--- src/rtl/hec_stat_sched_pkg.sv ---
`default_nettype none
// +----------------------------------------------------------------------+
// | hec_stat_sched_pkg                                                   |
// | Shared FSM encoding and update-rule constants for hec_stat_sched.    |
// | Revision: 1.0                                                        |
// +----------------------------------------------------------------------+
package hec_stat_sched_pkg;

  // Scheduler states: INIT rewrites every band, RUN accepts samples.
  typedef enum logic [0:0] {
    ST_INIT = 1'b0,
    ST_RUN  = 1'b1
  } state_t;

  // Accumulator step is delta scaled by 4.
  localparam int DELTA_SHIFT = 2;
  // Rounding constant added before the halving rescale.
  localparam int ROUND_ADD   = 1;
  // Extra intermediate bits above the accumulator width.
  localparam int GUARD_BITS  = 1;
  // Counter multiplier presented to the comparator stage.
  localparam int CNT49_MULT  = 49;

endpackage
`default_nettype wire

--- src/rtl/hec_stat_update.sv ---
`default_nettype none
// +----------------------------------------------------------------------+
// | hec_stat_update                                                      |
// | Per-band statistics update: accumulate 4*delta and bump the counter, |
// | or halve both when the counter reaches its rescale point.            |
// | Revision: 1.0                                                        |
// +----------------------------------------------------------------------+
module hec_stat_update
  import hec_stat_sched_pkg::*;
#(
  parameter int ACC_WIDTH  = 29,
  parameter int D_WIDTH    = 16,
  parameter int P_WIDTH    = 8,
  parameter int GAMMA_STAR = 6
) (
  input  logic [ACC_WIDTH-1:0] acc,
  input  logic [P_WIDTH-1:0]   cnt,
  input  logic [D_WIDTH-1:0]   delta,
  output logic [ACC_WIDTH-1:0] acc_new,
  output logic [P_WIDTH-1:0]   cnt_new
);

  localparam int IW = ACC_WIDTH + GUARD_BITS;
  localparam logic [P_WIDTH-1:0] CNT_MAX  = P_WIDTH'((1 << GAMMA_STAR) - 1);
  localparam logic [P_WIDTH-1:0] CNT_HALF = P_WIDTH'(1 << (GAMMA_STAR - 1));

  logic [IW-1:0] w_sum;
  logic [IW-1:0] w_rnd;

  // Unsigned wrap-around arithmetic; the guard bit keeps the carry for the halving path.
  always_comb begin
    w_sum = {{GUARD_BITS{1'b0}}, acc} + (IW'(delta) << DELTA_SHIFT);
    w_rnd = w_sum + IW'(ROUND_ADD);
    if (cnt == CNT_MAX) begin
      acc_new = ACC_WIDTH'(w_rnd >> 1);
      cnt_new = CNT_HALF;
    end else begin
      acc_new = w_sum[ACC_WIDTH-1:0];
      cnt_new = cnt + P_WIDTH'(1);
    end
  end

endmodule
`default_nettype wire

--- src/rtl/hec_stat_sched.sv ---
`default_nettype none
// +----------------------------------------------------------------------+
// | hec_stat_sched                                                       |
// | Holds per-band accumulator/counter statistics, issues the pre-update |
// | state of each accepted sample one cycle later, and writes the        |
// | updated state back in the issue cycle with same-band forwarding.     |
// | Revision: 1.0                                                        |
// +----------------------------------------------------------------------+
module hec_stat_sched
  import hec_stat_sched_pkg::*;
#(
  parameter int NBANDS      = 8,
  parameter int BAND_W      = 3,
  parameter int D_WIDTH     = 16,
  parameter int ACC_WIDTH   = 29,
  parameter int CNT49_WIDTH = 14,
  parameter int P_WIDTH     = 8,
  parameter int GAMMA0      = 1,
  parameter int GAMMA_STAR  = 6,
  parameter int ACC_INIT    = 0
) (
  input  logic                   clk,
  input  logic                   rst,
  input  logic                   init_i,
  input  logic                   in_valid,
  output logic                   in_ready,
  input  logic [BAND_W-1:0]      in_band,
  input  logic [D_WIDTH-1:0]     in_delta,
  output logic                   cpr_en_o,
  output logic [P_WIDTH-1:0]     pcnt_o,
  output logic [CNT49_WIDTH-1:0] cnt49_o,
  output logic [ACC_WIDTH-1:0]   acc_o,
  output logic                   busy_o
);

  localparam int IDX_W = (NBANDS > 1) ? $clog2(NBANDS) : 1;
  localparam logic [IDX_W-1:0]     LAST_IDX = IDX_W'(NBANDS - 1);
  localparam logic [P_WIDTH-1:0]   CNT_INIT = P_WIDTH'(1 << GAMMA0);
  localparam logic [ACC_WIDTH-1:0] ACC_RST  = ACC_WIDTH'(ACC_INIT);

  state_t                 r_state;
  logic [IDX_W-1:0]       r_init_idx;

  logic [ACC_WIDTH-1:0]   r_acc_mem [0:NBANDS-1];
  logic [P_WIDTH-1:0]     r_cnt_mem [0:NBANDS-1];

  // Issue stage: band/delta of the sample being issued plus its pre-update state.
  logic                   r_iss_vld;
  logic [IDX_W-1:0]       r_iss_band;
  logic [D_WIDTH-1:0]     r_iss_delta;
  logic [P_WIDTH-1:0]     r_pcnt;
  logic [CNT49_WIDTH-1:0] r_cnt49;
  logic [ACC_WIDTH-1:0]   r_acc;

  logic                   w_accept;
  logic                   w_band_ok;
  logic [IDX_W-1:0]       w_rd_idx;
  logic                   w_fwd;
  logic [ACC_WIDTH-1:0]   w_rd_acc;
  logic [P_WIDTH-1:0]     w_rd_cnt;
  logic [CNT49_WIDTH-1:0] w_cnt49;
  logic [ACC_WIDTH-1:0]   w_upd_acc;
  logic [P_WIDTH-1:0]     w_upd_cnt;

  // The update is computed from the issued state, so it is ready in the issue cycle.
  hec_stat_update #(
    .ACC_WIDTH (ACC_WIDTH),
    .D_WIDTH   (D_WIDTH),
    .P_WIDTH   (P_WIDTH),
    .GAMMA_STAR(GAMMA_STAR)
  ) u_update (
    .acc    (r_acc),
    .cnt    (r_pcnt),
    .delta  (r_iss_delta),
    .acc_new(w_upd_acc),
    .cnt_new(w_upd_cnt)
  );

  // Handshake and band read; a same-band sample right behind an issue sees the fresh update.
  always_comb begin
    in_ready  = (r_state == ST_RUN) && !init_i;
    w_accept  = in_valid && in_ready;
    w_band_ok = 32'(in_band) < 32'(NBANDS);
    w_rd_idx  = w_band_ok ? in_band[IDX_W-1:0] : '0;
    w_fwd     = r_iss_vld && (r_iss_band == w_rd_idx);
    w_rd_acc  = w_fwd ? w_upd_acc : r_acc_mem[w_rd_idx];
    w_rd_cnt  = w_fwd ? w_upd_cnt : r_cnt_mem[w_rd_idx];
    w_cnt49   = CNT49_WIDTH'(w_rd_cnt) * CNT49_WIDTH'(CNT49_MULT);
  end

  assign busy_o   = (r_state == ST_INIT);
  assign cpr_en_o = r_iss_vld;
  assign pcnt_o   = r_pcnt;
  assign cnt49_o  = r_cnt49;
  assign acc_o    = r_acc;

  // Control FSM and registered issue outputs; reset drops any in-flight issue.
  always_ff @(posedge clk or posedge rst) begin
    if (rst) begin
      r_state     <= ST_INIT;
      r_init_idx  <= '0;
      r_iss_vld   <= 1'b0;
      r_iss_band  <= '0;
      r_iss_delta <= '0;
      r_pcnt      <= '0;
      r_cnt49     <= '0;
      r_acc       <= '0;
    end else begin
      case (r_state)
        ST_INIT: begin
          if (init_i) begin
            r_init_idx <= '0;
          end else if (r_init_idx == LAST_IDX) begin
            r_init_idx <= '0;
            r_state    <= ST_RUN;
          end else begin
            r_init_idx <= r_init_idx + IDX_W'(1);
          end
        end
        ST_RUN: begin
          if (init_i) begin
            r_init_idx <= '0;
            r_state    <= ST_INIT;
          end
        end
        default: begin
          r_init_idx <= '0;
          r_state    <= ST_INIT;
        end
      endcase

      r_iss_vld   <= w_accept && w_band_ok;
      r_iss_band  <= w_rd_idx;
      r_iss_delta <= in_delta;
      if (w_accept && w_band_ok) begin
        r_pcnt  <= w_rd_cnt;
        r_cnt49 <= w_cnt49;
        r_acc   <= w_rd_acc;
      end else begin
        r_pcnt  <= '0;
        r_cnt49 <= '0;
        r_acc   <= '0;
      end
    end
  end

  // Band storage: INIT sweeps one band per cycle, RUN writes back the issued band.
  always_ff @(posedge clk) begin
    if (r_state == ST_INIT) begin
      r_acc_mem[r_init_idx] <= ACC_RST;
      r_cnt_mem[r_init_idx] <= CNT_INIT;
    end else if (r_iss_vld) begin
      r_acc_mem[r_iss_band] <= w_upd_acc;
      r_cnt_mem[r_iss_band] <= w_upd_cnt;
    end
  end

endmodule
`default_nettype wire

--- config.mk ---
export PLATFORM = sky130hd
export DESIGN_NAME = hec_stat_sched
export DESIGN_NICKNAME = d
export VERILOG_FILES = /design/src/rtl/hec_stat_sched_pkg.sv /design/src/rtl/hec_stat_update.sv /design/src/rtl/hec_stat_sched.sv
export SDC_FILE = /design/constraint.sdc
export NUM_CORES = 1
export LEC_CHECK = 0
export CORE_ASPECT_RATIO = 0.8
export CORE_UTILIZATION = 35
export DETAILED_ROUTE_END_ITERATION = 10
export HOLD_SLACK_MARGIN = 0.03
export PLACE_DENSITY_LB_ADDON = 0.25
export SLEW_MARGIN = 30
export SYNTH_ARGS = -nofsm -noshare
export SYNTH_HDL_FRONTEND = slang
export SYNTH_SLANG_ARGS = --single-unit
--- constraint.sdc ---
create_clock -name clk -period 5 [get_ports clk]
set_clock_uncertainty 0.1 [all_clocks]
set_input_delay 0.75 -clock clk [delete_from_list [all_inputs] [get_ports clk]]
set_output_delay 0.75 -clock clk [all_outputs]
set_load 0.005 [all_outputs]
==> impl_results.md, run 1 <==
* WP data required at 5.14 ns
* CTS tree: done
* Core area at 47,200 um2
* Tot GR Track Use at 17.4%
* Routed WL per cell at 22.4 um
* Post-route minimum period at 4.69 ns
* Pre-CTS WS at 0.182 ns
* GPL Wtd Cong at 0.853
* Reg clk slew, reported paths at 0.06 ns
* Total gr overflow at 0
* Share of layout cells above drive strength 1 at 18.9%
* Setup tns final at 0 ns
* CTS Sinks at 367
* RR Startpoint: acc_o[2]
* Achievable Freq at 213 MHz
* Half-perimeter wire length after placement at 27,300 um
* Worst skew pair latency at 0.57 ns
* RSZ-0062 raised after global routing: false
* Crit path from: acc_o[2]
* Synth warn at 0
* Pwr dens at 361 nW/um2
* Synthesized Nets at 1,182
* Worst slew margin at 33.9%
* Final hold violation count at 0
* Arrival @ worst endpoint at 4.83 ns
* Root buffer cell: clkbuf_16
* EDFF count, synth at 296
* CTS resizes at 0
* Final period util at 93.9%
* Detailed Routing Iterations Pass 1 at 8
* Synth top area cells: edfxtp_1, dfrtp_1, mux4_2
* Row Count at 71
* Initial antenna violation count at 0
* Final setup margin at 0.306 ns
* Clock tree buffer depth at 3
* Avg Synthesized Cell Area at 15.2 um2
* Crit path max fanout at 16
* Worst vdd ir at 0.000208 V
* Chip width at 247 um
* Unique masters post-synth at 76
* Hold wc startpoint: in_delta[5]
* Crit. End Element: register
* Postcts setup bufs at 0
* Die ar. at 48,800 um2
* Initial Utilization at 35.5%
* Total wire length at 41,800 um
* Vias/cell at 5.44
* Synthesized flop and latch total at 367
* Area grow syn2layout at 18.7%
* Routed Antenna Nets at 0
* Share of the synthesized area in the top cell type at 53.0%
* Antenna cells at 0
* DRT iter0 DRCs at 783
* CTS H-Tree Depth at 2
* Pleak at 7.11 nW
* Total power at 7.19 mW
* Async SR Flop Fraction at 19.3%
* Chip Height at 198 um
* Post-synth top flop: edfxtp_1
* First-pass GRT wire length at 62,800 um
* Final core occ at 42.2%
* Critical path launch point type: register
* Cts bufs inserted at 41
* Violated checks: DRC
* Via count at 10,147
* Port buffer count at 76
* Placed insts at 1,788
* Critical path class: reg2reg
* Finished Layout Cells at 1,864
* # nets final at 1,287
* Final Setup Violations at 0
* Pin count of the biggest net entering global routing at 55
* Hold-fix buffers at CTS at 0
* Slew @ Worst Pin at 0.990 ns
* Vias in the first global route at 9,960
* Sequential area share after synthesis at 63.6%
* Post-Syn Area at 16,800 um2
* Final max-slew violation count at 0
* IO Count at 77
* Hold Path Class: in2reg
* Outcome: finished, violations left
* Yosys top cell by area: edfxtp_1
* Max-cap violations at 0
* Gate Count Post-Synth at 1,106
* Drt drc at 14
power breakdown:
part           switching [mW]  internal [mW]  total (mW)  leakage (nW)
clock network            1.24           1.83        3.07         0.682
registers              0.0333           3.41        3.45          3.78
logic                   0.390          0.286       0.676          2.65
total                    1.67           5.53        7.19          7.11
registers in the layout, summed over array words and instances (netlist names):
name	cells
r_iss_delta	16
cpr_en_o	1
r_init_idx	3
acc_o	29
r_acc_mem	232
cnt49_o	14
pcnt_o	4
r_cnt_mem	64
r_state	1
r_iss_band	3
metal layers:
| layer | global-route usage (%) | up-vias | part of all wire, % |
|---|---|---|---|
| met5 | 0 | - | 0 |
| met4 | 5.01 | 0 | 1.9 |
| met3 | 3.55 | 51 | 6.8 |
| met2 | 26.3 | 319 | 45 |
| met1 | 25.3 | 5169 | 46 |
| li1 | - | 4608 | - |
synth_stat cells, types with 4 or more instances:
cell      instances
and2_1           10
o22ai_1           6
and3_1           16
ha_1             49
o21a_1            9
buf_1            12
buf_2            12
o211ai_1          9
fa_1              4
nor3_1           14
a31oi_1          13
nor4_1            6
a211oi_1         43
nand3_1          22
buf_4             4
xnor2_1          23
or2_2             4
clkbuf_1         32
xor2_1           13
a21o_1           10
nand4_1          11
o21ai_0          33
mux4_2           74
nor2_1           82
a21oi_1          54
edfxtp_1        296
nor2b_1          21
mux2i_1          14
inv_1            11
nor3b_1           5
mux2_2           17
or3_1             9
nand2_1          33
dfrtp_1          71
critical path, stage by stage (launching register included):
cell and delay (ns):
dfrtp_1 0.38, ha_1 0.24, fa_1 0.42, a21o_1 0.23, a221o_1 0.45, a21o_1 0.25
nand3_1 0.11, o311ai_1 0.19, or4b_1 0.84, or2_1 0.36, o311ai_1 0.47, buf_4 0.21
nor2_1 0.12
cell type report:
type | count | area, um2
flip-flops and latches | 367 | 10700
multi-input cells | 667 | 5860
well taps | 620 | 776
clock inverters | 24 | 265
repair buffers | 123 | 1170
fillers | 4179 | 27300
clock buffers | 52 | 1130
inverters | 11 | 42.5
stage by stage:
stage / instance area, um2 / hold WS [ns]
3_3_place_gp: 18500 / 0.494
6_report: 19900 / 0.525
2_1_floorplan: 16800 / 0.435
4_1_cts: 19900 / 0.498
5_1_grt: 19900 / 0.513
3_5_place_dp: 18500 / 0.545
cell families (layout without fill, tap and decap cells):
| kind of cell | count (synthesis) | after routing | share of synthesized area (%) |
|---|---|---|---|
| simple gates | 253 | 253 | 7.82 |
| mux | 105 | 105 | 11.9 |
| fa+ha+maj | 53 | 53 | 4.13 |
| compound gates | 219 | 219 | 8.70 |
| flops | 367 | 367 | 63.6 |
| xor+xnor | 37 | 37 | 1.98 |
| buf+inv | 72 | 210 | 1.84 |
path summary, 6_finish.rpt:
kind / to / slack, ns / cells past startpoint
min in group asynchronous: cpr_en_o / 0.56 / 2
max: r_acc_mem[0][20] / 0.31 / 12
max in group asynchronous: r_iss_delta[0] / 3.31 / 3
min reg2reg: r_init_idx[2] / 0.54 / 2
min: r_iss_delta[5] / 0.52 / 1
max reg2reg: r_acc_mem[0][20] / 0.31 / 12
cells in the final DEF, fill, tap and decap left out, drive strengths merged, types with 43 or more instances in the layout:
master           n
a21oi           54
ha              49
clkbuf          52
dfrtp           71
buf             50
edfxtp         296
a211oi          43
mux4            74
nor2            83
clkdlybuf4s50   73
No activity file was read; power rests on OpenSTA's default activity.
==> run 2: changes to the inputs <==
--- a/config.mk
+++ b/config.mk
@@ -10,7 +10,7 @@
 export DETAILED_ROUTE_END_ITERATION = 10
 export HOLD_SLACK_MARGIN = 0.03
 export PLACE_DENSITY_LB_ADDON = 0.25
-export SLEW_MARGIN = 30
+export SLEW_MARGIN = 15
 export SYNTH_ARGS = -nofsm -noshare
 export SYNTH_HDL_FRONTEND = slang
 export SYNTH_SLANG_ARGS = --single-unit
==> run 2 against run 1 <==
The flow still finishes with violations (DRC). Core utilization down 0.47 points. Hold slack better by 0.0087 ns. Sequential share of layout area up 0.61 points. Critical path type unchanged. Cell count down 0.38%. Critical path depth unchanged. Flip-flop and latch count unchanged.
==> impl_results.md, run 2 (same netlist as run 1, synthesis figures left out) <==
* Outcome: finished, violations left (unchanged)
* Violated checks: DRC (unchanged)
* Initial antenna violation count at 0 (unchanged)
* DRT iter0 DRCs at 999 (was 783)
* Max-cap violations at 0 (unchanged)
* Worst path slowest cell: or4b_1 (unchanged)
* Tot GR Track Use at 17.3% (was 17.4%)
* Via count at 10,178 (was 10,147)
* Vias/cell at 5.48 (was 5.44)
* Chip Height at 198 um (unchanged)
* Initial Utilization at 35.5% (unchanged)
* Port buffer count at 76 (unchanged)
* Max reg flops at 232 (unchanged)
* Max stage delay on crit path at 0.84 ns (about the same)
* Vias in the first global route at 9,978 (was 9,960)
* Half-perimeter wire length after placement at 27,200 um (was 27,300 um)
* Final period util at 95.1% (was 93.9%)
* Crit path max fanout at 16 (unchanged)
* Root buffer cell: clkbuf_16 (unchanged)
* Worst vdd ir at 0.000224 V (was 0.000208 V)
* Sequential share of power at 49.9% (was 47.9%)
* Reg clk slew, reported paths at 0.06 ns (about the same)
* Post-route minimum period at 4.76 ns (was 4.69 ns)
* Row Count at 71 (unchanged)
* Achievable Freq at 210 MHz (was 213 MHz)
* Busiest grt layer: met2 (unchanged)
* Arrival @ worst endpoint at 4.87 ns (was 4.83 ns)
* Share of layout cells above drive strength 1 at 17.9% (was 18.9%)
* Internal Pwr Total at 5.31 mW (was 5.53 mW)
* Cell breakdown of the critical path: ha_1 -> fa_1 -> a21o_1 -> a221o_1 -> a21o_1 -> nand3_1 -> o311ai_1 -> or4b_1 -> or2_1 -> o311ai_1 -> buf_4 -> nor2_1 (unchanged)
* Setup tns final at 0 ns (unchanged)
* Slew @ Worst Pin at 1.06 ns (was 0.990 ns)
* Pleak at 7.00 nW (was 7.11 nW)
* Clock tree buffer depth at 3 (unchanged)
* Routed WL per cell at 22.6 um (was 22.4 um)
* Combinational power share at 9.6% (was 9.4%)
* Met3 Resource Use GR at 3.12% (was 3.55%)
* Chip width at 247 um (unchanged)
* Worst skew pair latency at 0.54 ns (was 0.57 ns)
* M1 GR Usage at 25.8% (was 25.3%)
* Antenna cells at 0 (unchanged)
* CTS resizes at 0 (unchanged)
* GPL Wtd Cong at 0.853 (unchanged)
* Detailed Routing Iterations Pass 1 at 8 (unchanged)
* Sw Pwr at 1.60 mW (was 1.67 mW)
* Total wire length at 42,000 um (was 41,800 um)
* Pwr dens at 351 nW/um2 (was 361 nW/um2)
* Hold-fix buffers at CTS at 0 (unchanged)
* Hold Path Class: reg2reg (was in2reg)
* CTS H-Tree Depth at 2 (unchanged)
* Post-route cell area at 19,700 um2 (was 19,900 um2)
* Routed Antenna Nets at 0 (unchanged)
* Postcts setup bufs at 0 (unchanged)
* CTS Sinks at 367 (unchanged)
* Cts bufs inserted at 39 (was 41)
* Total gr overflow at 0 (unchanged)
* Most frequent cells in the layout: edfxtp_1, mux4_2, nor2_1 (unchanged)
* IO Count at 77 (unchanged)
* RSZ-0062 raised after global routing: false (unchanged)
* Placed Area at 18,500 um2 (about the same)
* # nets final at 1,283 (was 1,287)
* Sw frac at 23.1% (was 23.2%)
* CTS tree: done (unchanged)
* Critical path class: reg2reg (unchanged)
* Clock Power Share at 40.6% (was 42.7%)
* Final max-slew violation count at 0 (unchanged)
* Largest register by flop count: r_acc_mem (unchanged)
* Crit. End Element: register (unchanged)
* Pin count of the biggest net entering global routing at 55 (unchanged)
* Worst slew margin at 29.3% (was 33.9%)
* Commonest non-fill, non-tap cell in the layout: edfxtp_1 (unchanged)
* WP data required at 5.12 ns (was 5.14 ns)
* Die ar. at 48,800 um2 (unchanged)
* Final hold violation count at 0 (unchanged)
* Core area at 47,200 um2 (unchanged)
* Critical path launch point type: register (unchanged)
* Area grow syn2layout at 17.4% (was 18.7%)
* Final Setup Violations at 0 (unchanged)
* First-pass GRT wire length at 62,900 um (was 62,800 um)
* Drt drc at 14 (unchanged)
* GRT met2 Usage at 26.0% (was 26.3%)
-- run 2: metal layers --
metal  vias up  share of wire (%)
li1       4578                  -
met1      5220                 47
met2       329                 45
met3        51                6.4
met4         0                1.9
met5         -                  0
-- run 2: power groups by stage --
stage / Combinational (mW) / Sequential (mW) / Clock [mW]
floorplan: 0.449 / 3.50 / 0
global placement: 0.665 / 3.51 / 0
detailed placement: 0.666 / 3.51 / 0
CTS: 0.670 / 3.45 / 2.88
global route: 0.729 / 3.46 / 3.00
finish: 0.661 / 3.45 / 2.81
-- run 2: cell type report --
| class | count | area, um2 |
|---|---|---|
| fillers | 4237 | 27500 |
| flip-flops and latches | 367 | 10700 |
| multi-input cells | 667 | 5860 |
| repair buffers | 121 | 1110 |
| clock buffers | 53 | 1040 |
| well taps | 620 | 776 |
| clock inverters | 18 | 188 |
| inverters | 11 | 42.5 |
-- run 2: worst paths after layout --
kind / from / end / slack [ns] / cells after the start
worst max-delay path: acc_o[2] / r_acc_mem[0][20] / 0.24 / 12
worst min-delay path: r_init_idx[2] / r_init_idx[2] / 0.53 / 2
worst max register to register: acc_o[2] / r_acc_mem[0][20] / 0.24 / 12
worst min register to register: r_init_idx[2] / r_init_idx[2] / 0.53 / 2
max in group asynchronous: rst / acc_o[6] / 3.27 / 3
min in group asynchronous: rst / acc_o[27] / 0.60 / 2
-- run 2: worst max-delay path, delay by kind of cell, from the launching register on --
family / cells / cell delay [ns]
AOI/OAI and AO/OA: 5 / 1.63
and+or+nand+nor: 4 / 1.44
adders and majority gates: 2 / 0.64
DFF: 1 / 0.39
buffers and inverters: 1 / 0.21
-- run 2: stage by stage --
| step | hold WS [ns] | utilization, % | cells | setup WS [ns] | total power, mW |
|---|---|---|---|---|---|
| floorplan | 0.435 | - | 1106 | 0.0824 | 3.95 |
| global placement | 0.494 | 39.1 | 1786 | 0.175 | 4.17 |
| detailed placement | 0.528 | 39.1 | 1786 | 0.171 | 4.18 |
| CTS | 0.518 | 41.7 | 1857 | 0.315 | 7.00 |
| global route | 0.519 | 41.7 | 1857 | 0.102 | 7.19 |
| finish | 0.533 | 41.7 | 1857 | 0.243 | 6.91 |
